$ cat src/rtl/sub_seq_slice_32_bit_pkg.sv
// Shared ALU definitions for the sequential subtractor: FSM encoding,
// default datapath geometry and the signed-overflow helper.
package sub_seq_slice_32_bit_pkg;

   localparam int DEF_WIDTH = 32;
   localparam int DEF_SLICE = 8;

   typedef enum logic [1:0] {
      IDLE = 2'd0,
      RUN  = 2'd1,
      DONE = 2'd2
   } state_t;

   // Signed overflow of a - b: operands of different sign and the result
   // sign differs from the minuend.
   function automatic logic signed_ovf(input logic a_msb,
                                       input logic b_msb,
                                       input logic d_msb);
      return (a_msb != b_msb) && (d_msb != a_msb);
   endfunction

endpackage

$ cat src/rtl/sub_seq_slice_32_bit_if.sv
// Operand/result handshake bundle of the sequential subtractor.
// The slave side is the subtractor, the master side is its client.
interface sub_seq_slice_32_bit_if #(
   parameter int WIDTH = 32
);
   logic             in_valid;
   logic             in_ready;
   logic [WIDTH-1:0] a;
   logic [WIDTH-1:0] b;
   logic             out_valid;
   logic             out_ready;
   logic [WIDTH-1:0] diff;
   logic             borrow_out;
   logic             overflow;
   logic             zero;

   modport master (
      output in_valid, a, b, out_ready,
      input  in_ready, out_valid, diff, borrow_out, overflow, zero
   );

   modport slave (
      input  in_valid, a, b, out_ready,
      output in_ready, out_valid, diff, borrow_out, overflow, zero
   );
endinterface

$ cat src/rtl/sub_seq_slice_32_bit_slice.sv
// One combinational subtract slice: d = a + ~b + cin, built from
// generate/propagate terms on a and ~b like the adder slices.
module sub_slice_8_bit #(
   parameter int SLICE = 8
) (
   input  logic [SLICE-1:0] a,
   input  logic [SLICE-1:0] b,
   input  logic             cin,
   output logic [SLICE-1:0] d,
   output logic             cout
);
   logic [SLICE-1:0] nb_s;
   logic [SLICE-1:0] g_s;
   logic [SLICE-1:0] p_s;
   logic [SLICE:0]   c_s;

   assign nb_s = ~b;
   assign g_s  = a & nb_s;
   assign p_s  = a ^ nb_s;

   // Carry recurrence c[i+1] = g[i] | p[i] & c[i], seeded by the slice carry-in.
   always_comb begin
      c_s    = {(SLICE + 1){1'b0}};
      c_s[0] = cin;
      for (int i = 0; i < SLICE; i++) begin
         c_s[i + 1] = g_s[i] | (p_s[i] & c_s[i]);
      end
   end

   assign d    = p_s ^ c_s[SLICE-1:0];
   assign cout = c_s[SLICE];
endmodule

$ cat src/rtl/sub_seq_slice_32_bit.sv
// Multi-cycle subtractor: diff = a - b computed one SLICE-bit chunk per
// clock, LSB first, with the borrow carried between chunks in a register.
module sub_seq_slice_32_bit
   import sub_seq_slice_32_bit_pkg::*;
#(
   parameter int WIDTH = DEF_WIDTH,
   parameter int SLICE = DEF_SLICE
) (
   input  logic                 clk,
   input  logic                 rst_n,
   sub_seq_slice_32_bit_if.slave bus
);
   localparam int NSLICE = WIDTH / SLICE;
   localparam int CNT_W  = (NSLICE > 1) ? $clog2(NSLICE) : 1;
   localparam logic [CNT_W-1:0] LAST_CNT = CNT_W'(NSLICE - 1);

   state_t           state_r;
   state_t           state_next_s;
   logic [CNT_W-1:0] cnt_r;
   logic [WIDTH-1:0] a_r;
   logic [WIDTH-1:0] b_r;
   logic [WIDTH-1:0] diff_r;
   logic [WIDTH-1:0] diff_next_s;
   logic             carry_r;
   logic             out_valid_r;
   logic             borrow_r;
   logic             overflow_r;
   logic             zero_r;

   logic [SLICE-1:0] a_slice_s;
   logic [SLICE-1:0] b_slice_s;
   logic [SLICE-1:0] d_slice_s;
   logic             c_next_s;
   logic             last_s;

   assign last_s = (cnt_r == LAST_CNT);

   // Pick the current operand chunks and merge the new difference chunk
   // into the partial result.
   always_comb begin
      a_slice_s   = a_r[cnt_r * SLICE +: SLICE];
      b_slice_s   = b_r[cnt_r * SLICE +: SLICE];
      diff_next_s = diff_r;
      diff_next_s[cnt_r * SLICE +: SLICE] = d_slice_s;
   end

   sub_slice_8_bit #(.SLICE(SLICE)) u_slice (
      .a    (a_slice_s),
      .b    (b_slice_s),
      .cin  (carry_r),
      .d    (d_slice_s),
      .cout (c_next_s)
   );

   // FSM state register.
   always_ff @(posedge clk or negedge rst_n) begin
      if (!rst_n) begin
         state_r <= IDLE;
      end else begin
         state_r <= state_next_s;
      end
   end

   // FSM next-state: accept in IDLE, NSLICE chunk cycles, hold result in DONE.
   always_comb begin
      state_next_s = state_r;
      case (state_r)
         IDLE: begin
            if (bus.in_valid) begin
               state_next_s = RUN;
            end else begin
               state_next_s = IDLE;
            end
         end
         RUN: begin
            if (last_s) begin
               state_next_s = DONE;
            end else begin
               state_next_s = RUN;
            end
         end
         DONE: begin
            if (bus.out_ready) begin
               state_next_s = IDLE;
            end else begin
               state_next_s = DONE;
            end
         end
         default: begin
            state_next_s = IDLE;
         end
      endcase
   end

   // Operand capture, chunk accumulation and registered result flags.
   always_ff @(posedge clk or negedge rst_n) begin
      if (!rst_n) begin
         cnt_r       <= {CNT_W{1'b0}};
         a_r         <= {WIDTH{1'b0}};
         b_r         <= {WIDTH{1'b0}};
         diff_r      <= {WIDTH{1'b0}};
         carry_r     <= 1'b0;
         out_valid_r <= 1'b0;
         borrow_r    <= 1'b0;
         overflow_r  <= 1'b0;
         zero_r      <= 1'b0;
      end else begin
         case (state_r)
            IDLE: begin
               if (bus.in_valid) begin
                  a_r         <= bus.a;
                  b_r         <= bus.b;
                  cnt_r       <= {CNT_W{1'b0}};
                  carry_r     <= 1'b1;
                  diff_r      <= {WIDTH{1'b0}};
                  out_valid_r <= 1'b0;
                  borrow_r    <= 1'b0;
                  overflow_r  <= 1'b0;
                  zero_r      <= 1'b0;
               end
            end
            RUN: begin
               diff_r  <= diff_next_s;
               carry_r <= c_next_s;
               cnt_r   <= cnt_r + {{(CNT_W - 1){1'b0}}, 1'b1};
               if (last_s) begin
                  out_valid_r <= 1'b1;
                  borrow_r    <= ~c_next_s;
                  overflow_r  <= signed_ovf(a_r[WIDTH-1], b_r[WIDTH-1],
                                            diff_next_s[WIDTH-1]);
                  zero_r      <= ~|diff_next_s;
               end
            end
            DONE: begin
               if (bus.out_ready) begin
                  out_valid_r <= 1'b0;
               end
            end
            default: begin
               out_valid_r <= 1'b0;
            end
         endcase
      end
   end

   assign bus.in_ready   = (state_r == IDLE);
   assign bus.out_valid  = out_valid_r;
   assign bus.diff       = diff_r;
   assign bus.borrow_out = borrow_r;
   assign bus.overflow   = overflow_r;
   assign bus.zero       = zero_r;

endmodule

$ cat src/flat_wrapper.sv
// flat-port wrapper written by rule: the top's interface ports become plain ports
module sub_seq_slice_32_bit_flat import sub_seq_slice_32_bit_pkg::*;
#(
   parameter int WIDTH = DEF_WIDTH,
   parameter int SLICE = DEF_SLICE
)
  (clk, rst_n, bus_in_valid, bus_a, bus_b, bus_out_ready, bus_in_ready, bus_out_valid, bus_diff, bus_borrow_out, bus_overflow, bus_zero);
  sub_seq_slice_32_bit_if #(.WIDTH(WIDTH)) bus_i ();
  input  logic clk;
  input  logic rst_n;
  input wire logic [$bits(bus_i.in_valid)-1:0] bus_in_valid;
  input wire logic [$bits(bus_i.a)-1:0] bus_a;
  input wire logic [$bits(bus_i.b)-1:0] bus_b;
  input wire logic [$bits(bus_i.out_ready)-1:0] bus_out_ready;
  output wire logic [$bits(bus_i.in_ready)-1:0] bus_in_ready;
  output wire logic [$bits(bus_i.out_valid)-1:0] bus_out_valid;
  output wire logic [$bits(bus_i.diff)-1:0] bus_diff;
  output wire logic [$bits(bus_i.borrow_out)-1:0] bus_borrow_out;
  output wire logic [$bits(bus_i.overflow)-1:0] bus_overflow;
  output wire logic [$bits(bus_i.zero)-1:0] bus_zero;
  assign bus_i.in_valid = bus_in_valid;
  assign bus_i.a = bus_a;
  assign bus_i.b = bus_b;
  assign bus_i.out_ready = bus_out_ready;
  assign bus_in_ready = bus_i.in_ready;
  assign bus_out_valid = bus_i.out_valid;
  assign bus_diff = bus_i.diff;
  assign bus_borrow_out = bus_i.borrow_out;
  assign bus_overflow = bus_i.overflow;
  assign bus_zero = bus_i.zero;
  sub_seq_slice_32_bit #(.WIDTH(WIDTH), .SLICE(SLICE)) u_core (.clk(clk), .rst_n(rst_n), .bus(bus_i));
endmodule
$ cat config.mk
export PLATFORM = sky130hd
export DESIGN_NAME = sub_seq_slice_32_bit_flat
export DESIGN_NICKNAME = d
export VERILOG_FILES = /design/src/rtl/sub_seq_slice_32_bit_pkg.sv /design/src/rtl/sub_seq_slice_32_bit_if.sv /design/src/rtl/sub_seq_slice_32_bit_slice.sv /design/src/rtl/sub_seq_slice_32_bit.sv /design/src/flat_wrapper.sv
export SDC_FILE = /design/constraint.sdc
export NUM_CORES = 1
export LEC_CHECK = 0
export ABC_AREA = 1
export CORE_ASPECT_RATIO = 0.7
export CORE_UTILIZATION = 39
export CTS_BUF_LIST = sky130_fd_sc_hd__clkbuf_4
export DETAILED_ROUTE_END_ITERATION = 16
export PLACE_DENSITY = 0.66
export SETUP_SLACK_MARGIN = 0.15
export SLEW_MARGIN = 20
export SYNTH_ARGS = -nofsm -noshare
export SYNTH_HDL_FRONTEND = slang
export SYNTH_SLANG_ARGS = --single-unit
export TNS_END_PERCENT = 30
$ cat constraint.sdc
create_clock -name clk -period 4.54 [get_ports clk]
set_clock_uncertainty 0.05 [all_clocks]
set_input_delay 0.908 -clock clk [delete_from_list [all_inputs] [get_ports clk]]
set_output_delay 0.908 -clock clk [all_outputs]
set_load 0.05 [all_outputs]
==> reports/metrics.yaml <==
layout:
  multi_input_comb_area_sq_mm: 0.00235
  flow.area_growth_from_synthesis_pct: 27.7
  final_cells: 958
  drive_above_1_share: 0.0983
  antenna_cells_inserted: 0
  fillerInstances: 1275
  nets: 851
  seqCellArea_sq_mm: 0.00263
routing:
  dr_total_vias: 4781
  firstDrtPassIters: 11
  route.detailed.vias_per_inst: 4.99
  remaining_drc_errors: 2
  initialDrtViolationCount: 422
  totalWireLength_microns: 14400
  detail-route-antenna-nets: 0
  detail_route.wl_per_cell_microns: 15.0
pwr:
  clock_power_share: 0.070
  p_sw_frac: 0.510
  vdd_drop_max_v: 0.000436
  power.combinational.fraction: 0.653
  power.internal_w: 0.00286
  switching_power_w: 0.00298
  power.share.sequential: 0.277
  leakage_power_total_nw: 3.25
  powerDensity_mw_per_mm2: 870
worst_hold_path:
  holdCritPathClass: "reg2reg"
  min_path_cells: 2
  holdPathEnd: "u_core.bus.out_valid"
  hold_path_startpoint: "u_core.bus.out_valid"
sta:
  timing.final.max_slew_violations: 0
  max_clock_freq_mhz: 218
  timing.hold.ws_ns: 0.451
  setup_repair_after_global_routing_missed_its_margin: "true"
  shortest_period_the_worst_path_allows_ns: 4.59
  hold_viol: 0
  finalWorstSetupSlack_ns: -0.0538
  final_min_period_over_clock_period: 1.01
  timing.slew.headroom: 0.357
  worst-slew-pin-transition_ns: 0.963
  setup_viol_count_final: 2
critical_path:
  worstReg2RegEnd: "u_core.bus.overflow"
  end_kind: "register"
  critical_path_peak_fanout: 5
  cp_data_arrival_time_ns: 4.94
  worstRegToRegCells: 20
  worstReg2RegStart: "u_core.cnt_r[0]"
  criticalPathCategory: "reg2reg"
  worst-r2r-setup-slack_ns: -0.05
  crit_required_ns: 4.89
  crit_path_start_kind: "register"
place:
  post-place-cells: 936
  gp_routability_congestion: 0.927
  numPortBuffers: 104
  detailed_place_hpwl_microns: 10500
  dp_slack_ns: -0.141
synth:
  most_numerous_cell_types_in_the_synthesized_netlist: "sky130_fd_sc_hd__nand2_1, sky130_fd_sc_hd__dfrtp_1, sky130_fd_sc_hd__nor2_1"
  synth_adder_area_share: 0.0447
  synth.top_cell.area_share: 0.499
  post_synthesis_sequential_area_ratio: 0.499
  netlist-cell-type-count: 29
  mappedNetlistArea_sq_mm: 0.00527
  synth_simple_gate_area_frac: 0.276
  syn_area_per_cell_sq_um: 7.93
  post_synth_xor_area_fraction: 0
  mux_share_of_post_synthesis_cell_area: 0
  yosysTopAreaCell: "sky130_fd_sc_hd__dfrtp_1"
  synth_most_common_cell: "sky130_fd_sc_hd__nand2_1"
  netlist_instances: 664
  syn_nets: 746
  share_of_async_settable_or_async_resettable_flops_after_synthesis: 1.00
  yosysWarningCount: 0
  synth-compound-area-share: 0.115
  dominant_combinational_cell_family_by_area_after_synthesis: "simple AND/OR/NAND/NOR gates"
  synth_seq_cells: 105
  synth_flop_cell: "sky130_fd_sc_hd__dfrtp_1"
  largest_cells_by_area_after_synthesis: "sky130_fd_sc_hd__dfrtp_1, sky130_fd_sc_hd__nand2_1, sky130_fd_sc_hd__nor2_1"
  synth_edf_count: 0
global_routing:
  vias_in_the_first_global_route: 4541
  global_route.usage.total: 0.218
  grt_first_pass_wirelength_microns: 23600
  antenna_found_initial: 0
  grt_start_max_net_pins: 76
  grt.overflow.total: 0
cts:
  clk_pin_slew_worst_paths_ns: 0.15
  ctsRootBufferMaster: "sky130_fd_sc_hd__clkbuf_4"
  insertion_delay_ns: 0.45
  ctsLongestPathBuffers: 2
  cts_buffers: 9
  tritoncts_clock_tree: "built"
  cts.htree.levels: 3
  cts_sinks: 105
  hold_buffers: 0
outcome:
  violations: "design-rule violations, negative setup slack"
  outcome: "finished with violations"
floorplan:
  die-area_sq_mm: 0.0140
  design.core.area_sq_mm: 0.0132
  chipWidth_microns: 141
  die-height_microns: 99.2
  start_util: 0.400
  design.portCount: 105
  core.rowCount: 35
flow_run:
  drv_cap: 0
-- worst max path at each step --
stage / endpoint / start / cells after the start / slack [ns]
finish: u_core.bus.overflow / u_core.cnt_r[0] / 20 / -0.05
global route: u_core.bus.overflow / u_core.cnt_r[0] / 19 / -0.27
CTS: u_core.bus.overflow / u_core.cnt_r[0] / 19 / -0.03
detailed placement: u_core.bus.overflow / u_core.cnt_r[0] / 20 / -0.14
global placement: u_core.bus.overflow / u_core.cnt_r[0] / 20 / 0.007
floorplan: u_core.bus.zero / u_core.cnt_r[0] / 23 / -0.07
-- layout by cell type, fill, tap and decap left out, types with 14 or more instances in the layout --
master / netlist / layout
sky130_fd_sc_hd__buf_4: 1 / 24
sky130_fd_sc_hd__nand3_1: 19 / 19
sky130_fd_sc_hd__nand2_1: 268 / 266
sky130_fd_sc_hd__o21ai_0: 38 / 33
sky130_fd_sc_hd__dfrtp_1: 105 / 105
sky130_fd_sc_hd__a21oi_1: 14 / 14
sky130_fd_sc_hd__clkdlybuf4s50_1: 0 / 103
sky130_fd_sc_hd__nor2_1: 64 / 63
sky130_fd_sc_hd__o22ai_1: 27 / 24
sky130_fd_sc_hd__inv_1: 45 / 41
-- cells by family (layout without fill, tap and decap cells) --
group                      Yosys count  in the layout
and+or+nand+nor                    365            365
DFF                                105            105
AOI/OAI and AO/OA                   98             98
buffers and inverters               82            191
adders and majority gates           14             14
-- sequential cells by signal (all words and copies together), names as in the netlist --
signal / cells
u_core.a_r: 32
u_core.b_r: 32
u_core.bus.diff: 32
u_core.cnt_r: 2
u_core.state_r: 2
u_core.bus.borrow_out: 1
u_core.bus.out_valid: 1
u_core.bus.overflow: 1
u_core.bus.zero: 1
u_core.carry_r: 1
-- through the flow --
stage | power, W | setup TNS, ns | util | instance area (sq um)
global placement | 0.00516 | 0 | 0.495 | 6530
floorplan | 0.00408 | -0.135 | - | 5340
finish | 0.00585 | -0.106 | 0.510 | 6730
global route | 0.00629 | -0.706 | 0.510 | 6730
detailed placement | 0.00519 | -0.249 | 0.495 | 6530
CTS | 0.00571 | -0.0263 | 0.508 | 6700
-- power by group through the flow --
stage	Combinational (W)	Sequential, W	Clock (W)
3_5_place_dp	0.00356	0.00163	0
5_1_grt	0.00417	0.00166	0.000463
4_1_cts	0.00367	0.00162	0.000425
3_3_place_gp	0.00353	0.00163	0
2_1_floorplan	0.00214	0.00194	0
6_report	0.00382	0.00162	0.000410
-- layer usage --
metal,track usage,share of wire,vias to the layer above
met4,0.0543,0.012,0
li1,-,-,2320
met2,0.304,0.41,163
met1,0.342,0.51,2282
met3,0.0424,0.067,16
met5,0,0,-
-- cell type report --
cell class / instances / area share
Sequential cell: 105 / 0.391
Timing Repair Buffer: 128 / 0.182
Inverter: 48 / 0.0272
Clock buffer: 10 / 0.0112
Tap cell: 185 / 0.0344
Multi-Input combinational cell: 477 / 0.350
Clock inverter: 5 / 0.00502
-- timing repair --
item                                   in CTS  in global routing
setup buffers                               6                  1
resized for setup                           5                  7
setup endpoints to repair                   5                  5
pin swaps                                   9                 11
endpoints found under the hold margin       0                  0
-- worst max-delay path, stage by stage (launching register included) --
cell and delay [ns]:
sky130_fd_sc_hd__dfrtp_1 0.46, sky130_fd_sc_hd__buf_4 0.17, sky130_fd_sc_hd__nand2_1 0.05, sky130_fd_sc_hd__a32o_2 0.19
sky130_fd_sc_hd__fa_2 0.22, sky130_fd_sc_hd__inv_2 0.04, sky130_fd_sc_hd__fa_2 0.34, sky130_fd_sc_hd__fa_2 0.35
sky130_fd_sc_hd__fa_2 0.35, sky130_fd_sc_hd__fa_2 0.35, sky130_fd_sc_hd__fa_2 0.34, sky130_fd_sc_hd__fa_2 0.34
sky130_fd_sc_hd__inv_2 0.06, sky130_fd_sc_hd__fa_1 0.43, sky130_fd_sc_hd__nor2_2 0.16, sky130_fd_sc_hd__nand2_2 0.10
sky130_fd_sc_hd__o22ai_4 0.18, sky130_fd_sc_hd__nand3_1 0.10, sky130_fd_sc_hd__o21ai_1 0.08, sky130_fd_sc_hd__nand3_1 0.09
sky130_fd_sc_hd__nand2_1 0.09
Power figures use the tool's default switching activity.
